## config.mk

```make
export PLATFORM = sky130hd
export DESIGN_NAME = multi_field_action_unit_flat
export DESIGN_NICKNAME = d
export VERILOG_FILES = /design/src/rtl/multi_field_action_unit_pkg.sv /design/src/rtl/multi_field_action_unit_if.sv /design/src/rtl/multi_field_action_unit_field_lu.sv /design/src/rtl/multi_field_action_unit.sv /design/src/flat_wrapper.sv
export SDC_FILE = /design/constraint.sdc
export NUM_CORES = 2
export LEC_CHECK = 0
export BUFFER_PORTS_ARGS = -buffer_cell sky130_fd_sc_hd__buf_2
export CORE_MARGIN = 2
export CORE_UTILIZATION = 50
export DETAILED_ROUTE_END_ITERATION = 10
export HOLD_SLACK_MARGIN = 0.12
export PLACE_DENSITY = 0.67
export SETUP_SLACK_MARGIN = 0.4
export SLEW_MARGIN = 20
export SYNTH_ARGS = -nofsm -noshare
export SYNTH_HDL_FRONTEND = slang
export SYNTH_SLANG_ARGS = --single-unit
```

## constraint.sdc

```tcl
create_clock -name clk -period 45.5 [get_ports clk]
set_clock_uncertainty 0.2 [all_clocks]
set_input_delay 9.1 -clock clk [delete_from_list [all_inputs] [get_ports clk]]
set_output_delay 9.1 -clock clk [all_outputs]
set_load 0.03 [all_outputs]
```

## src/rtl/multi_field_action_unit_pkg.sv

```systemverilog
// Opcode encoding and instruction-word helpers shared by multi_field_action_unit.
// Instruction word layout: {opcode[OPCODE_W-1:0], operand[DATA_WIDTH-1:0]}.
package action_pkg;

  localparam int unsigned OPCODE_W         = 4;
  localparam int unsigned INSTR_DEF_DATA_W = 32;

  typedef enum logic [OPCODE_W-1:0] {
    OP_NOP = 4'd0,
    OP_SET = 4'd1,
    OP_ADD = 4'd2,
    OP_SUB = 4'd3,
    OP_AND = 4'd4,
    OP_OR  = 4'd5,
    OP_XOR = 4'd6,
    OP_CLR = 4'd7
  } opcode_e;

  // Packing helpers for the default 32-bit operand width.
  function automatic logic [OPCODE_W+INSTR_DEF_DATA_W-1:0] pack_instr(
    input logic [OPCODE_W-1:0]         op,
    input logic [INSTR_DEF_DATA_W-1:0] operand
  );
    return {op, operand};
  endfunction

  function automatic logic [OPCODE_W-1:0] instr_opcode(
    input logic [OPCODE_W+INSTR_DEF_DATA_W-1:0] w
  );
    return w[OPCODE_W+INSTR_DEF_DATA_W-1 -: OPCODE_W];
  endfunction

  function automatic logic [INSTR_DEF_DATA_W-1:0] instr_operand(
    input logic [OPCODE_W+INSTR_DEF_DATA_W-1:0] w
  );
    return w[INSTR_DEF_DATA_W-1:0];
  endfunction

endpackage

```

## src/rtl/multi_field_action_unit_if.sv

```systemverilog
// Packet stream interface of multi_field_action_unit: input valid/ready side
// and registered output valid/ready side.
interface multi_field_action_unit_if #(
  parameter int unsigned DATA_WIDTH = 32,
  parameter int unsigned ADDR_WIDTH = 2,
  parameter int unsigned NUM_FIELDS = 4
);

  logic                             in_valid;
  logic                             in_ready;
  logic [ADDR_WIDTH-1:0]            pdr_id;
  logic [NUM_FIELDS*DATA_WIDTH-1:0] header_in;
  logic [NUM_FIELDS-1:0]            bit_map_in;
  logic                             out_valid;
  logic                             out_ready;
  logic [NUM_FIELDS*DATA_WIDTH-1:0] header_out;
  logic [NUM_FIELDS-1:0]            bit_map_out;

  modport master (
    output in_valid, pdr_id, header_in, bit_map_in, out_ready,
    input  in_ready, out_valid, header_out, bit_map_out
  );

  modport slave (
    input  in_valid, pdr_id, header_in, bit_map_in, out_ready,
    output in_ready, out_valid, header_out, bit_map_out
  );

endinterface

```

## src/rtl/multi_field_action_unit_field_lu.sv

```systemverilog
// field_lu: combinational action apply for one header field.
// Reserved opcodes (8..15) behave as NOP and do not flag the field as modified.
module field_lu
  import action_pkg::*;
#(
  parameter int unsigned DATA_WIDTH = 32
) (
  input  logic [OPCODE_W-1:0]   opcode,
  input  logic [DATA_WIDTH-1:0] h,
  input  logic [DATA_WIDTH-1:0] d,
  input  logic                  en,
  output logic [DATA_WIDTH-1:0] r,
  output logic                  mod
);

  always_comb begin
    r   = h;
    mod = 1'b0;
    if (en) begin
      mod = 1'b1;
      case (opcode)
        OP_SET:  r = d;
        OP_ADD:  r = h + d;
        OP_SUB:  r = h - d;
        OP_AND:  r = h & d;
        OP_OR:   r = h | d;
        OP_XOR:  r = h ^ d;
        OP_CLR:  r = '0;
        default: mod = 1'b0;
      endcase
    end
  end

endmodule

```

## src/rtl/multi_field_action_unit.sv

```systemverilog
// Two-stage action unit: s1 latches header and per-field instruction, output stage
// registers the rewritten header. Optional hit counter under `ifdef ACTION_CNT_EN.
module multi_field_action_unit
  import action_pkg::*;
#(
  parameter int unsigned DATA_WIDTH  = 32,
  parameter int unsigned ADDR_WIDTH  = 2,
  parameter int unsigned NUM_FIELDS  = 4,
  localparam int unsigned FIELD_IDX_W = (NUM_FIELDS > 1) ? $clog2(NUM_FIELDS) : 1
) (
  input  logic                         clk,
  input  logic                         rst,
  multi_field_action_unit_if.slave     strm,
  input  logic                         we,
  input  logic [FIELD_IDX_W-1:0]       w_field,
  input  logic [ADDR_WIDTH-1:0]        w_addr,
  input  logic [DATA_WIDTH+OPCODE_W-1:0] wd
`ifdef ACTION_CNT_EN
  ,
  output logic [31:0]                  hit_count
`endif
);

  localparam int unsigned DEPTH = 2 ** ADDR_WIDTH;
  localparam int unsigned IW    = DATA_WIDTH + OPCODE_W;
  localparam int unsigned HW    = NUM_FIELDS * DATA_WIDTH;

  typedef logic [IW-1:0] instr_t;

  instr_t                mem_q      [NUM_FIELDS][DEPTH];
  instr_t                mem_d      [NUM_FIELDS][DEPTH];
  instr_t                s1_instr_q [NUM_FIELDS];
  instr_t                s1_instr_d [NUM_FIELDS];
  logic                  s1_valid_q, s1_valid_d;
  logic [HW-1:0]         s1_hdr_q, s1_hdr_d;
  logic [NUM_FIELDS-1:0] s1_bm_q, s1_bm_d;
  logic                  out_valid_q, out_valid_d;
  logic [HW-1:0]         header_out_q, header_out_d;
  logic [NUM_FIELDS-1:0] bit_map_out_q, bit_map_out_d;
  logic [HW-1:0]         lu_hdr;
  logic [NUM_FIELDS-1:0] lu_bm;
  logic                  en;
  logic                  accept;

  assign en     = !out_valid_q || strm.out_ready;
  assign accept = strm.in_valid && en;

  assign strm.in_ready    = en;
  assign strm.out_valid   = out_valid_q;
  assign strm.header_out  = header_out_q;
  assign strm.bit_map_out = bit_map_out_q;

  // Writes land regardless of stall; a read on the same edge sees the old entry.
  always_comb begin
    mem_d = mem_q;
    if (we && (int'(w_field) < NUM_FIELDS)) begin
      mem_d[w_field][w_addr] = wd;
    end
  end

  for (genvar f = 0; f < NUM_FIELDS; f++) begin : g_lu
    field_lu #(.DATA_WIDTH(DATA_WIDTH)) u_field_lu (
      .opcode (s1_instr_q[f][IW-1 -: OPCODE_W]),
      .h      (s1_hdr_q[f*DATA_WIDTH +: DATA_WIDTH]),
      .d      (s1_instr_q[f][DATA_WIDTH-1:0]),
      .en     (s1_bm_q[f]),
      .r      (lu_hdr[f*DATA_WIDTH +: DATA_WIDTH]),
      .mod    (lu_bm[f])
    );
  end

  always_comb begin
    s1_valid_d    = s1_valid_q;
    s1_hdr_d      = s1_hdr_q;
    s1_bm_d       = s1_bm_q;
    s1_instr_d    = s1_instr_q;
    out_valid_d   = out_valid_q;
    header_out_d  = header_out_q;
    bit_map_out_d = bit_map_out_q;
    if (en) begin
      s1_valid_d = accept;
      if (accept) begin
        s1_hdr_d = strm.header_in;
        s1_bm_d  = strm.bit_map_in;
        for (int unsigned f = 0; f < NUM_FIELDS; f++) begin
          s1_instr_d[f] = mem_q[f][strm.pdr_id];
        end
      end
      out_valid_d   = s1_valid_q;
      header_out_d  = lu_hdr;
      bit_map_out_d = lu_bm;
    end
  end

  always_ff @(posedge clk or posedge rst) begin
    if (rst) begin
      for (int unsigned f = 0; f < NUM_FIELDS; f++) begin
        for (int unsigned a = 0; a < DEPTH; a++) begin
          mem_q[f][a] <= '0;
        end
        s1_instr_q[f] <= '0;
      end
      s1_valid_q    <= 1'b0;
      s1_hdr_q      <= '0;
      s1_bm_q       <= '0;
      out_valid_q   <= 1'b0;
      header_out_q  <= '0;
      bit_map_out_q <= '0;
    end else begin
      mem_q         <= mem_d;
      s1_instr_q    <= s1_instr_d;
      s1_valid_q    <= s1_valid_d;
      s1_hdr_q      <= s1_hdr_d;
      s1_bm_q       <= s1_bm_d;
      out_valid_q   <= out_valid_d;
      header_out_q  <= header_out_d;
      bit_map_out_q <= bit_map_out_d;
    end
  end

`ifdef ACTION_CNT_EN
  logic [31:0] hit_count_q, hit_count_d;

  assign hit_count = hit_count_q;

  // Counts output handshakes that carried at least one modified field; saturating.
  always_comb begin
    hit_count_d = hit_count_q;
    if (out_valid_q && strm.out_ready && (|bit_map_out_q) && (hit_count_q != '1)) begin
      hit_count_d = hit_count_q + 32'd1;
    end
  end

  always_ff @(posedge clk or posedge rst) begin
    if (rst) begin
      hit_count_q <= '0;
    end else begin
      hit_count_q <= hit_count_d;
    end
  end
`endif

endmodule

```

## src/flat_wrapper.sv

```systemverilog
// flat-port wrapper written by rule: the top's interface ports become plain ports
module multi_field_action_unit_flat import action_pkg::*;
#(
  parameter int unsigned DATA_WIDTH  = 32,
  parameter int unsigned ADDR_WIDTH  = 2,
  parameter int unsigned NUM_FIELDS  = 4,
  localparam int unsigned FIELD_IDX_W = (NUM_FIELDS > 1) ? $clog2(NUM_FIELDS) : 1
)
  (clk, rst, we, w_field, w_addr, wd, strm_in_valid, strm_pdr_id, strm_header_in, strm_bit_map_in, strm_out_ready, strm_in_ready, strm_out_valid, strm_header_out, strm_bit_map_out);
  multi_field_action_unit_if #(.DATA_WIDTH(DATA_WIDTH), .ADDR_WIDTH(ADDR_WIDTH), .NUM_FIELDS(NUM_FIELDS)) strm_i ();
  input  logic clk;
  input  logic rst;
  input  logic we;
  input  logic [FIELD_IDX_W-1:0] w_field;
  input  logic [ADDR_WIDTH-1:0] w_addr;
  input  logic [DATA_WIDTH+OPCODE_W-1:0] wd;
  input wire logic [$bits(strm_i.in_valid)-1:0] strm_in_valid;
  input wire logic [$bits(strm_i.pdr_id)-1:0] strm_pdr_id;
  input wire logic [$bits(strm_i.header_in)-1:0] strm_header_in;
  input wire logic [$bits(strm_i.bit_map_in)-1:0] strm_bit_map_in;
  input wire logic [$bits(strm_i.out_ready)-1:0] strm_out_ready;
  output wire logic [$bits(strm_i.in_ready)-1:0] strm_in_ready;
  output wire logic [$bits(strm_i.out_valid)-1:0] strm_out_valid;
  output wire logic [$bits(strm_i.header_out)-1:0] strm_header_out;
  output wire logic [$bits(strm_i.bit_map_out)-1:0] strm_bit_map_out;
  assign strm_i.in_valid = strm_in_valid;
  assign strm_i.pdr_id = strm_pdr_id;
  assign strm_i.header_in = strm_header_in;
  assign strm_i.bit_map_in = strm_bit_map_in;
  assign strm_i.out_ready = strm_out_ready;
  assign strm_in_ready = strm_i.in_ready;
  assign strm_out_valid = strm_i.out_valid;
  assign strm_header_out = strm_i.header_out;
  assign strm_bit_map_out = strm_i.bit_map_out;
  multi_field_action_unit #(.DATA_WIDTH(DATA_WIDTH), .ADDR_WIDTH(ADDR_WIDTH), .NUM_FIELDS(NUM_FIELDS)) u_core (.clk(clk), .rst(rst), .strm(strm_i), .we(we), .w_field(w_field), .w_addr(w_addr), .wd(wd));
endmodule
```

Word level (Yosys, flattened, before mapping):

Cells that the tools add are included.
Widths: inputs -> output; s select.

* add/sub/neg operators: 8
* $mul: 0
* divide/modulo/power cells: 0
* $lt $le $gt $ge: 5
* equal/unequal tests: 28
* shift-type cells: 0
* multiplexer cells: 33
* bitwise logic cells: 15
* reduce and logical (&&, ||, !) cells: 10

Operator list (count)
* $pmux 32 s7: 4
* $bwmux 576: 1
* $mux 36: 9
* $bmux 36 s2: 4
* $demux 144 s2: 1
* $mux 144: 1
* $add 32x32->32: 4
* $and 32x32->32: 4
* $mux 32: 4
* $or 32x32->32: 4
* $sub 32x32->32: 4
* $xor 32x32->32: 4
* $demux 36 s2: 1
* $eq 4x3->1 const B: 16
* $eq 4x2->1 const B: 8
* $reduce_or 7->1: 4
* $eq 4x1->1 const B: 4
* $ge 3x3->1 const B: 3
* $not 2->3: 3
* $mux 1: 8
* $lt 3x1->1 const B: 2
* $logic_and 1x1->1: 3
* $reduce_and 2->1: 1
* $logic_not 1->1: 1
* $logic_or 1x1->1: 1

* register bits: 986
* bits in latches: 0
* bits in writable memories: 0
* memory bits (read-only): 0
* bits of input ports: 179
* output and inout bits: 134
* logic and storage cells: 125
* memories kept: 0

Depth between registers and ports, before layout:

* depth after elaboration: 8
* mapped depth: 20
* depth with buffers taken out: 19

Modules after synthesis:

Synthesis repeated with hierarchy kept, for this count alone.

* cells, all modules: 5352
* area total of the unflattened synthesis: 59089.2 um2

Modules (own cells, without submodules)
* multi_field_action_unit: instances 1, cells an instance 2590, area each 40316.2 um2, sequential area each 24673.7 um2
* field_lu (u_core.g_lu[3].u_field_lu): instances 1, cells an instance 719, area each 4916.0 um2, sequential area each 0.0 um2
* field_lu (u_core.g_lu[2].u_field_lu): instances 1, cells an instance 708, area each 4780.8 um2, sequential area each 0.0 um2
* field_lu (u_core.g_lu[1].u_field_lu): instances 1, cells an instance 670, area each 4550.6 um2, sequential area each 0.0 um2
* field_lu (u_core.g_lu[0].u_field_lu): instances 1, cells an instance 665, area each 4525.6 um2, sequential area each 0.0 um2

Worst setup path after synthesis:

OpenSTA, ideal clock, no wires.

* path type: input to output
* from: input strm_out_ready
* to: output strm_in_ready
* arrival time: 10.179 ns
* data required time: 36.200 ns
* setup slack: 26.021 ns
* stages: 5
* path buffers: 3
* cell sequence: nor2b_1 > clkbuf_1 > clkinv_1 > clkbuf_1 > clkbuf_1

* cells in the longest elaborated chain, start to end: 1

Ends and longest elaborated chain
* start, declared: line flat_wrapper.sv:21 `input wire logic [$bits(strm_i.out_ready)-1:0] strm_out_ready;`
* $logic_or 1x1->1: line multi_field_action_unit.sv:45 `assign en = !out_valid_q || strm.out_ready;`
* end, declared: line flat_wrapper.sv:22 `output wire logic [$bits(strm_i.in_ready)-1:0] strm_in_ready;`

No other way between the ends.

Final worst setup path:

Same ends and word-level chain as after synthesis.

==> reports/results.tsv <==
metric	value	unit
insertion_delay	710	ps
grt_pass1_vias	40500	
core	112000	µm²
rsz0062_at_grt	false	
clock-sinks	986	
period_share	42.3	%
netlist.area_leader.share	43.5	%
final_common_cell	dfrtp_1	
min_period	19260	ps
crit_arrival	9960	ps
finalMaxSlewViolations	0	
path_common_cell	buf_2	
vias	40400	
max_freq	51.9	MHz
ir_worst_vdd	0.0000344	V
cts_tree	built	
vias_per_cell	6.00	
maxCapViolations	0	
yosys_warnings	0	
path_max_fanout	3	
hold_viol	0	
cts_hold_buf	0	
relSlewSlack	20.5	%
ys_types	75	
fillers	9420	
setup_viol	0	
netlist_instances	4957	
final_cell_mix	dfrtp_1 (986), mux2_2 (852), ha_1 (384)	
regArea	24700	µm²
fp.dieArea	116000	µm²
drt_pass1_iterations	6	
post_cts_buffers	0	
antenna_found_initial	18	
start_util	50.4	%
pwr-share-clk	23.0	%
ant_nets	0	
gp_congestion	0.925	
power_frac_seq	34.6	%
wl	151000	µm
combPwrFrac	42.4	%
tightest_slew	1190	ps
htreeDepth	3	
setup_tns	0	ps
p_sw_share	39.4	%
placed_area	59800	µm²
power.density	62.0	nW/µm²
p_leak	28.2	nW
slowest_stage	buf_2	
ys_seq_area_share	43.5	%
grt_first_pass_wirelength	237000	µm
grtUsageTotal	25.9	%
multi_input_comb_area	30000	µm²
synth_top_cell_by_area	dfrtp_1	
ios	313	
cp-end-kind	output pin	
synthFlopType	dfrtp_1	
die_w	341	µm
area_growth	12.1	%
async_flop_share	100	%
rows	123	
yosys-top-cells-area	dfrtp_1 (44%), mux2_2 (17%), ha_1 (8.5%)	
synth-edff-count	0	
wl_per_cell	22.4	µm
syn_area	56700	µm²
path_cells	buf_2 > nor2b_4 > inv_2 > buf_2	
slowest_delay	270	ps
synth_seq_cells	986	
path_clk_slew	70	ps
cts_buffer_depth	3	
drc	0	
ctsResizeCount	0	
p_int	2.39	mW
critPathLaunchType	primary input	
grt_max_degree	179	
cts-root-buf	clkbuf_16	
switching_power	1.55	mW
worstPathRequired	36200	ps
syn_area_per_cell	11.4	µm²
hold_class	register to register	
numPortBuffers	312	
hpwl	98900	µm
drtIter0Drc	3080	
nets	5707	
fin_util	56.5	%
drive_gt1_share	30.6	%
die_y	341	µm
syn_nets	5524	
fin_area	63500	µm²
power.total	3.94	mW
cts_buffers	105	
crit_type	primary input to output pin	
grt_overflow	0	
outcome	complete, no violations	
path summary, 6_finish.rpt:
path,from,end,slack [ps],depth (start not counted)
min reg2reg,u_core.strm.header_out[75],u_core.strm.header_out[75],270,2
min in group asynchronous,rst,u_core.strm.header_out[7],8300,2
min,u_core.strm.header_out[75],u_core.strm.header_out[75],270,2
max,strm_out_ready,strm_in_ready,26240,4
max reg2reg,u_core.s1_instr_q[70],u_core.strm.header_out[91],39900,16
max in group asynchronous,rst,u_core.s1_hdr_q[81],33670,5
stage by stage:
step | cells | worst slack (ps) | hold WS [ps]
2_1_floorplan | 4957 | 8460 | 235
3_3_place_gp | 6533 | 26260 | 246
3_5_place_dp | 6533 | 26260 | 255
4_1_cts | 6727 | 26260 | 272
5_1_grt | 6731 | 26260 | 280
6_report | 6739 | 26240 | 272
synth_stat cells, drive strengths merged, types with 21 or more instances:
library cell,n
dfrtp,986
mux2,852
ha,384
o21ai,308
inv,289
nand2,282
clkbuf,273
a21oi,263
xnor2,190
nor2,175
mux4,144
a221oi,84
a31oi,62
a21o,50
nand3,48
a22oi,39
nor3,36
o211ai,36
o2111ai,35
xor2,33
nand4,32
nand2b,28
buf,27
o31ai,26
and3,23
nor4,23
nor2b,21
worst max-delay path: cells and delay by family:
family	cells	cell delay (ps)
buf+inv	3	640
simple gates	1	210
cells by family (layout without fill, tap and decap cells):
group | after synthesis | in the layout | synth area share, %
fa+ha+maj | 388 | 388 | 8.62
flops | 986 | 986 | 43.5
mux | 1000 | 1000 | 22.7
buf+inv | 590 | 860 | 3.91
other cells | 0 | 12 | 0
simple gates | 721 | 721 | 5.97
xor+xnor | 223 | 223 | 3.46
compound gates | 1049 | 1049 | 11.8
final cells by class:
cell class,count,share of cell area (%)
clock buffers,144,4.76
inverters,290,1.73
clock inverters,50,1.07
repair buffers,376,3.30
diodes,12,0.0473
flip-flops and latches,986,38.8
well taps,1500,2.95
multi-input cells,3381,47.3
state kept, by name, indices dropped and copies added (netlist names):
name and count:
u_core.strm.header_out 128, u_core.s1_bm_q 4, u_core.s1_hdr_q 128, u_core.mem_q 576, u_core.s1_valid_q 1, u_core.strm.out_valid 1
u_core.strm.bit_map_out 4, u_core.s1_instr_q 144
routing by layer:
metal | share of wire [%] | global-route usage, % | wire [µm] | vias up
li1 | - | - | - | 18500
met1 | 44 | 35.7 | 66500 | 20600
met2 | 48 | 42.6 | 71900 | 1084
met3 | 5.7 | 3.88 | 8640 | 234
met4 | 2.6 | 7.65 | 3860 | 20
met5 | 0.075 | 0 | 114 | -
power by group through the flow:
stage	logic (mW)	clock network [mW]	registers (mW)
after floorplan	1.19	0	1.39
after global placement	1.62	0	1.36
after detailed placement	1.65	0	1.37
after CTS	1.66	0.926	1.36
after global routing	1.85	0.964	1.39
final	1.67	0.906	1.36
Power figures use the tool's default switching activity.
